<file path="src/rtl/seg7_display_scheduler.sv">
// seg7_display_scheduler: shares a 4-digit 7-segment display between two pattern sources
// Ports:
//   clk, rst_n     clock, asynchronous active-low reset
//   en             display enable; low blanks the display and releases any grant
//   req[1:0]       per-source display request
//   pat0, pat1     per-source cathode patterns, [31:24]=digit0 .. [7:0]=digit3
//   gnt[1:0]       one-hot grant, 00 when idle
//   anodes         active-low digit select
//   cathodes       active-low segments {dp,g..a}
//   always_off_an  constant 1111 for the unused upper digits
//   frame_done     1-cycle pulse after the digit-3 slot ends
module seg7_display_scheduler #(
    parameter int SCAN_DIV    = 100000,
    parameter int HOLD_FRAMES = 4
) (
    input  logic        clk,
    input  logic        rst_n,
    input  logic        en,
    input  logic [1:0]  req,
    input  logic [31:0] pat0,
    input  logic [31:0] pat1,
    output logic [1:0]  gnt,
    output logic [3:0]  anodes,
    output logic [7:0]  cathodes,
    output logic [3:0]  always_off_an,
    output logic        frame_done
);
    localparam int PW = $clog2(SCAN_DIV);
    localparam int HW = $clog2(HOLD_FRAMES + 1);

    typedef enum logic [1:0] {IDLE, OWN0, OWN1} state_t;

    state_t        state, state_nx;
    logic [PW-1:0] presc;
    logic [1:0]    digit;
    logic [HW-1:0] hold_cnt;
    logic          rr_last;
    logic          live;
    logic          tick, boundary, owner, mine, other, show;
    logic [31:0]   cur;
    logic [7:0]    seg;

    assign tick          = presc == PW'(SCAN_DIV - 1);
    assign boundary      = tick && digit == 2'd3;
    assign owner         = state == OWN1;
    assign mine          = req[owner];
    assign other         = req[~owner];
    // live marks that the owner has been shown from digit 0 of the current frame;
    // a grant taken mid-frame or a dropped request keeps the cathodes dark until the next frame
    assign show          = state != IDLE && live && mine;
    assign cur           = owner ? pat1 : pat0;
    assign seg           = digit == 2'd0 ? cur[31:24] : digit == 2'd1 ? cur[23:16] :
                           digit == 2'd2 ? cur[15:8] : cur[7:0];
    assign gnt           = {state == OWN1, state == OWN0};
    assign always_off_an = 4'hF;

    always_comb begin
        state_nx = state;
        if (state == IDLE) begin
            if (req[0] && (!req[1] || rr_last))
                state_nx = OWN0;
            else if (req[1])
                state_nx = OWN1;
        end else if (boundary) begin
            if (!mine)
                state_nx = other ? (owner ? OWN0 : OWN1) : IDLE;
            else if (other && 32'(hold_cnt) + 1 >= HOLD_FRAMES)
                state_nx = owner ? OWN0 : OWN1;
        end
    end

    always_ff @(posedge clk or negedge rst_n) begin
        if (!rst_n) begin
            state      <= IDLE;
            presc      <= '0;
            digit      <= '0;
            hold_cnt   <= '0;
            rr_last    <= 1'b1;
            live       <= 1'b0;
            anodes     <= 4'hF;
            cathodes   <= 8'hFF;
            frame_done <= 1'b0;
        end else if (!en) begin
            state      <= IDLE;
            presc      <= '0;
            digit      <= '0;
            hold_cnt   <= '0;
            live       <= 1'b0;
            anodes     <= 4'hF;
            cathodes   <= 8'hFF;
            frame_done <= 1'b0;
        end else begin
            presc      <= tick ? '0 : presc + 1'b1;
            digit      <= tick ? digit + 2'd1 : digit;
            frame_done <= boundary;
            state      <= state_nx;
            if (state_nx != state) begin
                hold_cnt <= '0;
                if (state != IDLE)
                    rr_last <= owner;
            end else if (boundary && state != IDLE && hold_cnt < HW'(HOLD_FRAMES))
                hold_cnt <= hold_cnt + 1'b1;
            live       <= boundary ? state_nx != IDLE : show;
            anodes     <= state == IDLE ? 4'hF : ~(4'b1000 >> digit);
            cathodes   <= show ? seg : 8'hFF;
        end
    end
endmodule

</file>
<file path="config.mk">
export PLATFORM = sky130hd
export DESIGN_NAME = seg7_display_scheduler
export DESIGN_NICKNAME = d
export VERILOG_FILES = /design/src/rtl/seg7_display_scheduler.sv
export SDC_FILE = /design/constraint.sdc
export NUM_CORES = 1
export LEC_CHECK = 0
export ABC_AREA = 1
export BUFFER_PORTS_ARGS = -buffer_cell sky130_fd_sc_hd__buf_2
export CAP_MARGIN = 20
export CELL_PAD_IN_SITES_DETAIL_PLACEMENT = 0
export CELL_PAD_IN_SITES_GLOBAL_PLACEMENT = 1
export CORE_UTILIZATION = 35
export CTS_CLUSTER_DIAMETER = 80
export CTS_CLUSTER_SIZE = 16
export DETAILED_ROUTE_END_ITERATION = 8
export PLACE_DENSITY_LB_ADDON = 0.1
export SLEW_MARGIN = 0
export SYNTH_ARGS = -nofsm -noshare
export SYNTH_HDL_FRONTEND = slang
export SYNTH_SLANG_ARGS = --single-unit
</file>
<file path="constraint.sdc">
create_clock -name clk -period 2.2 [get_ports clk]
set_input_delay 0.22 -clock clk [delete_from_list [all_inputs] [get_ports clk]]
set_output_delay 0.22 -clock clk [all_outputs]
set_load 0.005 [all_outputs]
</file>
# Word level (Yosys, flattened, before mapping)
# Cells that the tools add are included.
# word_totals
register_bits,39
output_inout_bits,19
word_cells,74
# op_classes
addsub,4
magnitude_cmp,4
eq_ne,9
shift,1
mux,31
bitwise_logic,2
n_reduce_logical,14
# ops
cell,n
two-way mux 8 bit,5
two-way mux 17 bit,2
two-way mux 32 bit,1
two-way mux 2 bit,11
"adder 17 x 1 -> 17 bit, second input constant",1
"== test 17 bit, second input constant",1
two-way mux 3 bit,3
two-way mux 4 bit,2
logical AND 1 bit,7
two-way mux 1 bit,7
"== test 2 bit, second input constant",3
"adder 3 x 1 -> 4 bit, second input constant",1
"== test 2 x 1 -> 1 bit, second input constant",2
"greater-or-equal comparator 4 x 3 -> 1 bit, second input constant",1
logical NOT 2 bit,2
"< comparator 1 x 2 -> 1 bit, second input constant",2
NOT 4 bit,1
nonzero test 2 bit,2
"right shift 4 x 2 -> 4 bit, first input constant",1
"adder 3 x 1 -> 3 bit, second input constant",1
"< comparator 3 bit, second input constant",1
"inequality test 3 x 1 -> 1 bit, second input constant",1
AND reduction 3 bit,1
"adder 2 x 1 -> 2 bit, second input constant",1
5 further kinds,5

# Longest topological paths before layout
# depth
word_depth,12
ltp_mapped,17
ltp_nobuf,17

# Worst setup path after synthesis
# OpenSTA, ideal clock, no wires.
# synth_timing
path_kind,register to register
start,register presc[0]
end,register hold_cnt[1]
setup_time_ps,117
arrival_ps,1559
required_ps,2083
setup_slack_ps,525
stages_incl_launch_ff,12
cell_sequence,dfrtp_1 > ha_1 > nand2_1 > inv_2 > nand2_4 > nor2_2 > nand3_2 > nor2_1 > nand2_1 > mux2_1 > clkinv_1 > nor2_1
# synth_between
elab_chain_cells,7
# synth_rtl
item,line,source
"start, declared",34,logic [PW-1:0] presc;
"start signal, assigned",93,presc <= tick ? '0 : presc + 1'b1;
== test 17 bit *,43,assign tick = presc == PW'(SCAN_DIV - 1);
logical AND 1 bit *,44,assign boundary = tick && digit == 2'd3;
two-way mux 2 bit,64,end else if (boundary) begin
two-way mux 2 bit,59,if (state == IDLE) begin
inequality test 2 bit,97,if (state_nx != state) begin
two-way mux 3 bit,97,
two-way mux 3 bit,83,end else if (!en) begin
"end signal, assigned",102,hold_cnt <= hold_cnt + 1'b1;
"end, declared",36,logic [HW-1:0] hold_cnt;
# Every way passes the cells marked *; elsewhere a longest branch is shown, timed or not.
# A chain may end at the register's enable or synchronous reset.

# Worst setup path in the final report
# layout_timing
start,register state[0]
end,register cathodes[6]
# layout_between
elab_chain_cells,7
# layout_rtl
item,line,source
"start, declared",33,"state_t state, state_nx;"
"start signal, assigned",96,state <= state_nx;
== test 2 bit,45,assign owner = state == OWN1;
two-way mux 32 bit,51,assign cur = owner ? pat1 : pat0;
two-way mux 8 bit,53,digit == 2'd2 ? cur[15:8] : cur[7:0];
two-way mux 8 bit (2 in a row),52,assign seg = digit == 2'd0 ? cur[31:24] : digit == 2'd1 ? cur[23:16] :
two-way mux 8 bit *,105,cathodes <= show ? seg : 8'hFF;
two-way mux 8 bit *,83,
"end signal, assigned",105,
"end, declared",24,"output logic [7:0] cathodes,"
# Every way passes the cells marked *; elsewhere a longest branch is shown, timed or not. The select of a mux whose other input is x is not followed.

==> qor.yml <==
layout:
  drive_gt1_share_pct: 30.9
  area_delta_synth_final_pct: 23.7
  n_fill_cell: 727
  post-route-util_pct: 45.5
  nNetsFinal: 495
  fin_cells: 517
  finalInstanceArea_sq_um: 3120
  antenna_cells: 0
detailed_routing:
  vias: 2494
  vias_per_cell: 4.82
  drt_pre_antenna_iters: 4
  drc: 0
  wl_per_cell_microns: 12.8
  ant_nets: 0
  routed_wl_microns: 6620
  drt-initial-drc-count: 65
clock_network:
  cts_tree: "done"
  cts-root-buf: "clkbuf_8"
  post_cts_buffers: 0
  numCtsBuffers: 5
  clock_path_buffers: 2
  insertion_delay_ns: 0.30
  cts.clk_slew.worst_paths_ns: 0.08
  htreeDepth: 2
  clock_sinks: 39
placement:
  place_inst: 509
  portBuffers: 83
  dpl_cell_area_sq_um: 3010
  place.gp.congestion: 0.856
  hpwl_microns: 5120
sta:
  min_period_ns: 1.93
  setup_viol: 0
  clock_skew_ns: 0.00681
  fin_crit_sh_pct: 87.9
  rsz0062_at_grt: "false"
  drv_slew: 0
  max_slew_margin_pct: 41.8
  fmax_ghz: 0.517
  worst_pin_slew_ns: 0.872
  hold_viol_final: 0
  setup-tns-final_ns: 0
pwr:
  swShare_pct: 32.4
  irDropWorstVdd_v: 0.000224
  p_sw_uw: 633
  p_seq_share_pct: 40.2
  power_per_cell_area_nw_per_um2: 625
  intPower_uw: 1320
  p_comb_share_pct: 27.4
  power.leakage_uw: 0.00147
  clkPwrFrac_pct: 32.4
grt:
  grt_max_degree: 40
  grt.busiest_layer: "met2"
  grt-ovfl-total: 0
  grt.total_usage_pct: 18.8
  use_met3_pct: 3.79
  use_met1_pct: 24.0
  antenna_found_initial: 0
  grt_pass1_wl_microns: 11100
  use_met2_pct: 31.5
  first_global_vias: 2453
floorplanning:
  pin_count: 88
  fp.dieArea_sq_um: 7560
  die_width_microns: 87.0
  start_util_pct: 36.8
  core_area_sq_um: 6870
  rows: 30
  die_y_microns: 87.0
worst_setup_path:
  critPathCaptureType: "register"
  slowest_stage: "dfrtp_1"
  startpoint_type: "register"
  worstPathRequired_ns: 2.42
  crit_fanout: 19
  critical_path_class: "reg -> reg"
  cp_cell_sequence: "inv_2 -> nand2_4 -> clkinv_2 -> buf_4 -> nor2_1 -> o32ai_1 -> inv_1 -> o22ai_1 -> nand2_1 -> o211ai_1"
  critical_path.max_stage_delay_ns: 0.46
  arrival_ns: 2.15
logic_synthesis:
  synth_seq_area_share_pct: 39.3
  synth_edf_count: 0
  ys_warn_count: 0
  syn_avg_cell_area_sq_um: 7.41
  netlist.area_leader.share_pct: 25.8
  async_reset_ff_share_pct: 100
  netlist_instances: 341
  yosysTopAreaCell: "dfrtp_1"
  synth.area.top_cells: "dfrtp_1 (26%), dfstp_2 (14%), nor2_1 (10%)"
  yosys_most_used_dff: "dfrtp_1"
  ys_seq_elements: 39
  synth_cell_types: 41
  synthesis.area_sq_um: 2530
outcome:
  status: "completed"
job:
  max_cap_viol_count: 0
hold_path:
  min_path_type: "in -> async"
power by group through the flow:
stage	Combinational, uW	Sequential (uW)	Clock [uW]
2_1_floorplan	370	791	0
3_3_place_gp	535	798	0
3_5_place_dp	537	798	0
4_1_cts	539	785	644
5_1_grt	618	789	670
6_report	535	784	633
cell usage after synthesis (3+ instances only):
cell type / instances
nor2_1: 69
nand2_1: 51
inv_1: 33
o21ai_0: 31
dfrtp_1: 26
nand3_1: 16
dfstp_2: 13
o211ai_1: 8
o22ai_1: 8
o32ai_1: 8
buf_2: 6
ha_1: 6
a21oi_1: 5
buf_4: 5
clkbuf_1: 5
inv_2: 5
nor2_2: 5
nor3_1: 5
a31oi_1: 3
nor3_2: 3
nor4_1: 3
flip-flops by register name, indices dropped and copies added (netlist names):
| signal | flops |
|---|---|
| rr_last | 1 |
| digit | 2 |
| live | 1 |
| frame_done | 1 |
| hold_cnt | 3 |
| cathodes | 8 |
| presc | 17 |
| state | 2 |
| anodes | 4 |
critical path, delay by kind of cell (launching register included):
| family | cells | cell delay [ns] |
|---|---|---|
| compound gates | 3 | 0.51 |
| simple gates | 3 | 0.23 |
| buf+inv | 4 | 0.66 |
| flops | 1 | 0.46 |
what timing repair did:
item                                   4_1_cts  5_1_grt
setup endpoints to repair                    0        1
gates resized for setup                      0        1
hold buffers                                 0        0
endpoints found under the hold margin        0        0
logic make-up after synthesis:
kind of cell    count (synthesis)  share of synthesized area (%)
simple gates                  164                           29.4
compound gates                 71                           17.5
buf+inv                        57                           9.51
flops                          39                           39.3
fa+ha+maj                       6                           2.97
xor+xnor                        2                          0.694
other cells                     1                          0.148
mux                             1                          0.446
path summary, 6_finish.rpt:
kind | startpoint | endpoint | slack (ns) | depth (start not counted)
hold reg to reg | rr_last$_DFFE_PN1P_ | rr_last$_DFFE_PN1P_ | 0.47 | 2
max in group asynchronous | rst_n | presc[3]$_DFF_PN0_ | 1.61 | 1
setup reg to reg | state[0]$_DFF_PN0_ | cathodes[6]$_DFF_PN1_ | 0.27 | 10
hold / removal | rst_n | hold_cnt[2]$_DFFE_PN0P_ | 0.03 | 1
min in group clk | pat0[31] | cathodes[7]$_DFF_PN1_ | 0.21 | 3
setup / recovery | state[0]$_DFF_PN0_ | cathodes[6]$_DFF_PN1_ | 0.27 | 10
layout make-up:
class | instances | area (sq um) | area share (%)
clock buffers | 6 | 82.6 | 2.64
clock inverters | 2 | 35.0 | 1.12
inverters | 40 | 151 | 4.85
multi-input cells | 248 | 1310 | 41.8
flip-flops and latches | 39 | 992 | 31.8
well taps | 96 | 120 | 3.84
repair buffers | 86 | 438 | 14.0
per-stage QoR:
stage | worst slack (ns) | total power, uW | hold WS [ns]
floorplan | 0.525 | 1160 | -0.0756
global placement | 0.228 | 1330 | 0.375
detailed placement | 0.235 | 1340 | 0.387
CTS | 0.213 | 1970 | 0.0596
global route | 0.0567 | 2080 | 0.105
finish | 0.266 | 1950 | 0.0328
cell usage in the layout (no fill, tap or decap), drive strengths merged, types with 13 or more instances in the layout:
cell / count
buf: 86
inv: 37
nor2: 74
dfrtp: 26
nand3: 18
dfstp: 13
nand2: 54
o21ai: 33
routing by layer:
metal / wire length, microns / vias up
li1: - / 1283
met1: 3080 / 1119
met2: 3040 / 79
met3: 347 / 13
met4: 145 / 0
met5: 0 / -
(Power assumes the default switching activity.)
